### config.mk
export PLATFORM = sky130hd
export DESIGN_NAME = vga_scanout
export DESIGN_NICKNAME = d
export VERILOG_FILES = /design/src/rtl/vga_pkg.sv /design/src/rtl/vga_timing_cnt.sv /design/src/rtl/vga_scanout.sv
export SDC_FILE = /design/constraint.sdc
export NUM_CORES = 1
export LEC_CHECK = 0
export CAP_MARGIN = 5
export CORE_MARGIN = 2
export CORE_UTILIZATION = 30
export DETAILED_ROUTE_END_ITERATION = 10
export PLACE_DENSITY = 0.64
export SLEW_MARGIN = 20
export SYNTH_ARGS = -nofsm -noshare
export SYNTH_HDL_FRONTEND = slang
export SYNTH_SLANG_ARGS = --single-unit
### constraint.sdc
create_clock -name clk_i -period 4.64 [get_ports clk_i]
set_input_delay 0.928 -clock clk_i [delete_from_list [all_inputs] [get_ports clk_i]]
set_output_delay 0.928 -clock clk_i [all_outputs]
set_load 0.03 [all_outputs]
### src/rtl/vga_pkg.sv
// vga_pkg: shared raster timing constants and counter width for the scanout path
package vga_pkg;

    localparam int CNT_W = 12;

    typedef struct packed {
        logic [CNT_W-1:0] h_active;
        logic [CNT_W-1:0] h_fp;
        logic [CNT_W-1:0] h_sync;
        logic [CNT_W-1:0] h_bp;
        logic [CNT_W-1:0] v_active;
        logic [CNT_W-1:0] v_fp;
        logic [CNT_W-1:0] v_sync;
        logic [CNT_W-1:0] v_bp;
    } vga_timing_t;

    localparam vga_timing_t TIMING_800X600 = '{
        h_active: 12'd800, h_fp: 12'd40, h_sync: 12'd128, h_bp: 12'd88,
        v_active: 12'd600, v_fp: 12'd1,  v_sync: 12'd4,   v_bp: 12'd23
    };

    localparam vga_timing_t TIMING_640X480 = '{
        h_active: 12'd640, h_fp: 12'd16, h_sync: 12'd96, h_bp: 12'd48,
        v_active: 12'd480, v_fp: 12'd10, v_sync: 12'd2,  v_bp: 12'd33
    };

endpackage

### src/rtl/vga_timing_cnt.sv
// vga_timing_cnt: h/v raster counters with active and sync region decode
module vga_timing_cnt
    import vga_pkg::*;
#(
    parameter int H_ACTIVE = 800,
    parameter int H_FP     = 40,
    parameter int H_SYNC   = 128,
    parameter int H_BP     = 88,
    parameter int V_ACTIVE = 600,
    parameter int V_FP     = 1,
    parameter int V_SYNC   = 4,
    parameter int V_BP     = 23
) (
    input  logic             clk_i,
    input  logic             rst_ni,
    input  logic             enable,
    output logic [CNT_W-1:0] h_cnt,
    output logic [CNT_W-1:0] v_cnt,
    output logic             h_act,
    output logic             v_act,
    output logic             h_sync,
    output logic             v_sync
);

    localparam logic [CNT_W-1:0] H_A   = CNT_W'(H_ACTIVE);
    localparam logic [CNT_W-1:0] H_S0  = CNT_W'(H_ACTIVE + H_FP);
    localparam logic [CNT_W-1:0] H_S1  = CNT_W'(H_ACTIVE + H_FP + H_SYNC);
    localparam logic [CNT_W-1:0] H_END = CNT_W'(H_ACTIVE + H_FP + H_SYNC + H_BP - 1);
    localparam logic [CNT_W-1:0] V_A   = CNT_W'(V_ACTIVE);
    localparam logic [CNT_W-1:0] V_S0  = CNT_W'(V_ACTIVE + V_FP);
    localparam logic [CNT_W-1:0] V_S1  = CNT_W'(V_ACTIVE + V_FP + V_SYNC);
    localparam logic [CNT_W-1:0] V_END = CNT_W'(V_ACTIVE + V_FP + V_SYNC + V_BP - 1);

    logic h_last, v_last;

    assign h_last = h_cnt == H_END;
    assign v_last = v_cnt == V_END;

    // Disabling parks the raster at the origin so re-enable starts a fresh frame.
    always_ff @(posedge clk_i or negedge rst_ni) begin
        if (!rst_ni) begin
            h_cnt <= '0;
            v_cnt <= '0;
        end else begin
            h_cnt <= (!enable || h_last) ? '0 : h_cnt + CNT_W'(1);
            v_cnt <= !enable ? '0 : h_last ? (v_last ? '0 : v_cnt + CNT_W'(1)) : v_cnt;
        end
    end

    assign h_act  = h_cnt < H_A;
    assign v_act  = v_cnt < V_A;
    assign h_sync = h_cnt >= H_S0 && h_cnt < H_S1;
    assign v_sync = v_cnt >= V_S0 && v_cnt < V_S1;

endmodule

### src/rtl/vga_scanout.sv
// vga_scanout: streams upstream RGB565 pixels onto registered VGA timing with underflow tracking
module vga_scanout
    import vga_pkg::*;
#(
    parameter int H_ACTIVE = int'(TIMING_800X600.h_active),
    parameter int H_FP     = int'(TIMING_800X600.h_fp),
    parameter int H_SYNC   = int'(TIMING_800X600.h_sync),
    parameter int H_BP     = int'(TIMING_800X600.h_bp),
    parameter int V_ACTIVE = int'(TIMING_800X600.v_active),
    parameter int V_FP     = int'(TIMING_800X600.v_fp),
    parameter int V_SYNC   = int'(TIMING_800X600.v_sync),
    parameter int V_BP     = int'(TIMING_800X600.v_bp),
    parameter int HS_POL   = 1,
    parameter int VS_POL   = 1
) (
    input  logic        clk_i,
    input  logic        rst_ni,
    input  logic        enable_i,
    input  logic        pix_valid_i,
    input  logic [15:0] pix_data_i,
    output logic        pix_ready_o,
    output logic [9:0]  req_x_o,
    output logic [9:0]  req_y_o,
    output logic        hsync_o,
    output logic        vsync_o,
    output logic        de_o,
    output logic [15:0] rgb_o,
    output logic        frame_start_o,
    output logic        underflow_o,
    input  logic        underflow_clr_i,
    output logic [15:0] underflow_cnt_o
);

    localparam logic             HS_ON  = HS_POL != 0;
    localparam logic             VS_ON  = VS_POL != 0;
    localparam logic [CNT_W-1:0] V_LAST = CNT_W'(V_ACTIVE - 1);

    logic [CNT_W-1:0] h_cnt, v_cnt;
    logic             h_act, v_act, h_sync, v_sync, xfer, under;

    vga_timing_cnt #(
        .H_ACTIVE (H_ACTIVE),
        .H_FP     (H_FP),
        .H_SYNC   (H_SYNC),
        .H_BP     (H_BP),
        .V_ACTIVE (V_ACTIVE),
        .V_FP     (V_FP),
        .V_SYNC   (V_SYNC),
        .V_BP     (V_BP)
    ) u_cnt (
        .clk_i  (clk_i),
        .rst_ni (rst_ni),
        .enable (enable_i),
        .h_cnt  (h_cnt),
        .v_cnt  (v_cnt),
        .h_act  (h_act),
        .v_act  (v_act),
        .h_sync (h_sync),
        .v_sync (v_sync)
    );

    // Reset gates ready directly so nothing is consumed while rst_ni is held low.
    assign pix_ready_o = rst_ni && enable_i && h_act && v_act;
    assign xfer        = pix_ready_o && pix_valid_i;
    assign under       = pix_ready_o && !pix_valid_i;
    assign req_x_o     = h_act ? 10'(h_cnt) : '0;
    assign req_y_o     = v_cnt < V_LAST ? 10'(v_cnt + CNT_W'(1)) : '0;

    always_ff @(posedge clk_i or negedge rst_ni) begin
        if (!rst_ni) begin
            hsync_o         <= !HS_ON;
            vsync_o         <= !VS_ON;
            de_o            <= 1'b0;
            rgb_o           <= '0;
            frame_start_o   <= 1'b0;
            underflow_o     <= 1'b0;
            underflow_cnt_o <= '0;
        end else begin
            hsync_o         <= (enable_i && h_sync) ? HS_ON : !HS_ON;
            vsync_o         <= (enable_i && v_sync) ? VS_ON : !VS_ON;
            de_o            <= pix_ready_o;
            rgb_o           <= xfer ? pix_data_i : '0;
            frame_start_o   <= pix_ready_o && h_cnt == '0 && v_cnt == '0;
            underflow_o     <= under || (underflow_o && !underflow_clr_i);
            underflow_cnt_o <= under ? (underflow_clr_i ? 16'd1 :
                                        underflow_cnt_o + {15'd0, underflow_cnt_o != 16'hFFFF}) :
                               underflow_clr_i ? '0 : underflow_cnt_o;
        end
    end

endmodule
# ---- Yosys cells after proc, flatten, opt, wreduce, memory -nomap -nowiden
# Cells that the tools add are included.
dict set report word_totals {
  word_cells 55
  inputBits 21
  out_inout_bits 58
  register_bits 61
}
dict set report op_classes {
  muxes 12
  n_reduce_logical 20
  n_eq_ne 4
  n_addsub 3
  magnitude_cmp 7
}
# op n
set op_table {}
lappend op_table {{2-to-1 mux 16 bit} 4}
lappend op_table {{less-than comparator 12 x 10 -> 1 bit, second input constant} 5}
lappend op_table {{2-to-1 mux 12 bit} 4}
lappend op_table {{adder 12 x 1 -> 12 bit, second input constant} 2}
lappend op_table {{greater-or-equal comparator 12 x 10 -> 1 bit, second input constant} 2}
lappend op_table {{logical NOT 12 bit} 2}
lappend op_table {{2-to-1 mux 10 bit} 2}
lappend op_table {{adder 16 x 1 -> 16 bit} 1}
lappend op_table {{!= test 16 bit, second input constant} 1}
lappend op_table {{equality test 12 x 10 -> 1 bit, second input constant} 1}
lappend op_table {{equality test 12 x 11 -> 1 bit, second input constant} 1}
lappend op_table {{logical AND 1 bit} 12}
lappend op_table {{logical NOT 1 bit} 3}
lappend op_table {{logical OR 1 bit} 2}
lappend op_table {{2-to-1 mux 1 bit} 2}
lappend op_table {{!= test 2 x 1 -> 1 bit, second input constant} 1}
lappend op_table {{nonzero test 2 bit} 1}

# ---- Longest topological paths before layout
dict set report depth {
  ltp_word 5
  depth_mapped 10
  ltp_nobuf 8
}

# ---- Modules after synthesis
# Synthesis repeated with hierarchy kept, for this count alone.
dict set report unflattened {
  cells_unflattened 342
  area_unflattened_um2 3270.6
}
# mod area_per_inst_um2 seq_area_each_um2 cells_each instances
set modules_own_cells {}
lappend modules_own_cells {vga_scanout 1884.3 925.9 196 1}
lappend modules_own_cells {vga_timing_cnt 1386.3 600.6 146 1}

# ---- Worst setup path before layout
# OpenSTA, ideal clock, no wires.
dict set report synth_path {
  path_type {input port to output port}
  start {input port enable_i}
  end {output port pix_ready_o}
  path_buffers 1
  arrival_ns 2.053
  slack_ns 1.659
  cell_stages 4
  required_time_ns 3.712
  cell_sequence {nor3b_1 o2111ai_1 nor2_1 clkbuf_1}
}
dict set report synth_between {
  elab_chain_cells 3
}
# element line_no
set synth_rtl {}
lappend synth_rtl {{from (decl)} vga_scanout.sv:18} ;# input logic enable_i,
lappend synth_rtl {{logical AND 1 bit (3 in series)} vga_scanout.sv:63} ;# assign pix_ready_o = rst_ni && enable_i && h_act && v_act;
lappend synth_rtl {{to (decl)} vga_scanout.sv:21} ;# output logic pix_ready_o,
# No other way between the ends.

# ---- Worst setup path in the final report
# Ends and elaborated chain as after synthesis.

==> metrics <==
status=completed; gr ovfl total=0; Clk Latency, worst-skew pair=320 ps; Crit path arrival time=2640 ps; Die H=111 um; Max-slew headroom=38.1%; TNS Setup=0 ps; DRT iter0 DRCs=155; R2R Setup Slk=2270 ps; area added between synthesis and finish=34.1%; largest net degree at the start of global routing=62; share of the synthesized area in the top cell type=44.3%; Syn Std Cell Area=3440 um^2; hold path depth=1; Initial DRT Pass Iterations=4; slowest stage cell, crit path=clkdlybuf4s50_1; Cell Rows=39; I/O pin total=79; Post-synth ARST share=100%; Slew @ Worst Pin=926 ps; Total Die Area=12300 um^2; synthesized netlist cell count=368; CTS root buf=clkbuf_16; hold-fix buffer count after cts=0; Mean Syn Cell Area=9.35 um^2; Worst EP required=3710 ps; routed vias/inst=5.16; total clock sinks=61; first-pass GRT wire length=15200 um; DRC=0; Hold Crit Class=register to register; WS Path Type=primary input to output pin; most frequent cells in the layout=76 x clkdlybuf4s50_1, 61 x dfrtp_1, 39 x nor2_1; Max Cap Violations=0; CTS tree=yes; worst ir drop on vdd=0.161 mV; Tot Pwr=0.00138 W; worst hold slack=487 ps; final hold violations=0; Inserted Diodes=0; period utilization=77.0%; routed length per instance=15.5 um; CP max stage delay=570 ps; Slew Limit Fails=0; fraction of layout cells with a size suffix above 1=8.68%; GRT Total Usage=14.9%; remaining antenna violation count=0; top cells by area in the synthesized netlist=dfrtp_1 44%, and3_1 5.3%, nor2_1 4.3%; Max Clk Rate=0.280 GHz; PwrDens=299 nW/um^2; Post-Syn Nets=397; crit-path most repeated cell=buf_4; Clk pin slew, worst setup/hold paths=50 ps; unrepaired setup endpoints after global routing=false; worst reg2reg path depth=8; Initial Util=30.4%; routability cong.=0.847; Yosys cell types=51; Die X=111 um; commonest non-fill, non-tap cell in the layout=clkdlybuf4s50_1; CP max FO=23; synth warn=0; initial antenna violation count=0; post-CTS setup buffer count=0; Post-synth EDFFs=0; Via Count=2997; HPWL after DPL=6120 um; H-tree Lvls=3; final setup vio count=0; final WL=9020 um; CTS buffer count=9; Clock Skew=7.77 ps; Port Buffers=78; FF+latch count, synth=61; cell accounting for the most synthesized area=dfrtp_1; Critical Path Sink Type=output pin; # resized after CTS=0; Final min period=3570 ps; Max clock buf depth=2; leakage power=1.94 nW; prevailing post-synth register cell=dfrtp_1; vias in the first global route=3048; CP Cell Sequence=clkdlybuf4s50_1 > nor3b_1 > o2111ai_1 > buf_4 > nor2_1 > buf_4 > buf_4; startpoint types=primary input; area of the core=11300 um^2; nets=462; Seq/Total Area, Yosys=44.3%
through the flow:
stage	std cells	cell area, um^2	setup WS [ps]	util [%]
finish	581	4620	1070	40.8
CTS	581	4620	1050	40.8
detailed placement	565	4290	1090	37.9
floorplan	368	3440	1660	-
global placement	565	4290	1080	37.9
global route	581	4620	857	40.8
where the power goes:
part | internal, W | switching (W)
combinational | 0.0000450 | 0.0000611
clock | 0.000483 | 0.000241
sequential | 0.000541 | 0.00000819
sequential cells by signal, summed over array words and instances (netlist names):
signal / cells
rgb_o: 16
underflow_cnt_o: 16
u_cnt.h_cnt: 12
u_cnt.v_cnt: 12
de_o: 1
frame_start_o: 1
hsync_o: 1
underflow_o: 1
vsync_o: 1
cell usage after synthesis (all sizes together), types with 2 or more instances:
cell and instances:
nor2b 11, and2 3, o21ai 3, o211ai 2, nand3b 4, xor2 6, nor2 39, nor4b 3
buf 6, nand2b 2, mux2 9, nor3 10, clkbuf 21, and4 5, a31oi 11, or4 8
xnor2 11, nor3b 4, and3 29, o31ai 8, inv 17, dfrtp 61, and3b 3, nand3 16
or2 2, o311ai 2, a21oi 9, nand2 18, a21bo 2, a41oi 2, nand4 12, nor4 8
ha 8
logic make-up (layout without fill, tap and decap cells):
group	count (synthesis)	count (layout)	synth area share, %
AO/OA/AOI/OAI	49	49	10.4
buffers and inverters	44	114	5.53
adder cells (fa/ha/maj)	8	8	2.91
AND/OR/NAND/NOR	179	179	29.2
XOR/XNOR	17	17	4.33
flip-flops	61	61	44.3
multiplexers	10	10	3.24
layer usage:
metal  GRT usage [%]  share of wire (%)  vias to the layer above
li1                -                  -                     1450
met1            19.4                 46                     1464
met2            24.2                 47                       81
met3            4.54                6.3                        2
met4            4.28               0.32                        0
met5               0                  0                        -
final timing paths:
kind                                       to                from
setup / recovery                  pix_ready_o            enable_i
hold / removal                    underflow_o         underflow_o
setup reg to reg           underflow_cnt_o[6]  underflow_cnt_o[4]
hold reg to reg                   underflow_o         underflow_o
max in group asynchronous      u_cnt.h_cnt[8]              rst_ni
min in group asynchronous           rgb_o[14]              rst_ni
critical path: cells and delay by family:
kind,cells,cell delay [ps]
buf+inv,4,1210
compound gates,1,140
simple gates,2,370
final cells by class:
| class | instances | area [um^2] |
|---|---|---|
| Clock buffer | 10 | 239 |
| Clock inverter | 6 | 86.3 |
| Fill cell | 1125 | 6710 |
| Inverter | 17 | 63.8 |
| Multi-Input combinational cell | 263 | 1730 |
| Sequential cell | 61 | 1530 |
| Tap cell | 143 | 179 |
| Timing Repair Buffer | 81 | 796 |
Power figures use the tool's default switching activity.
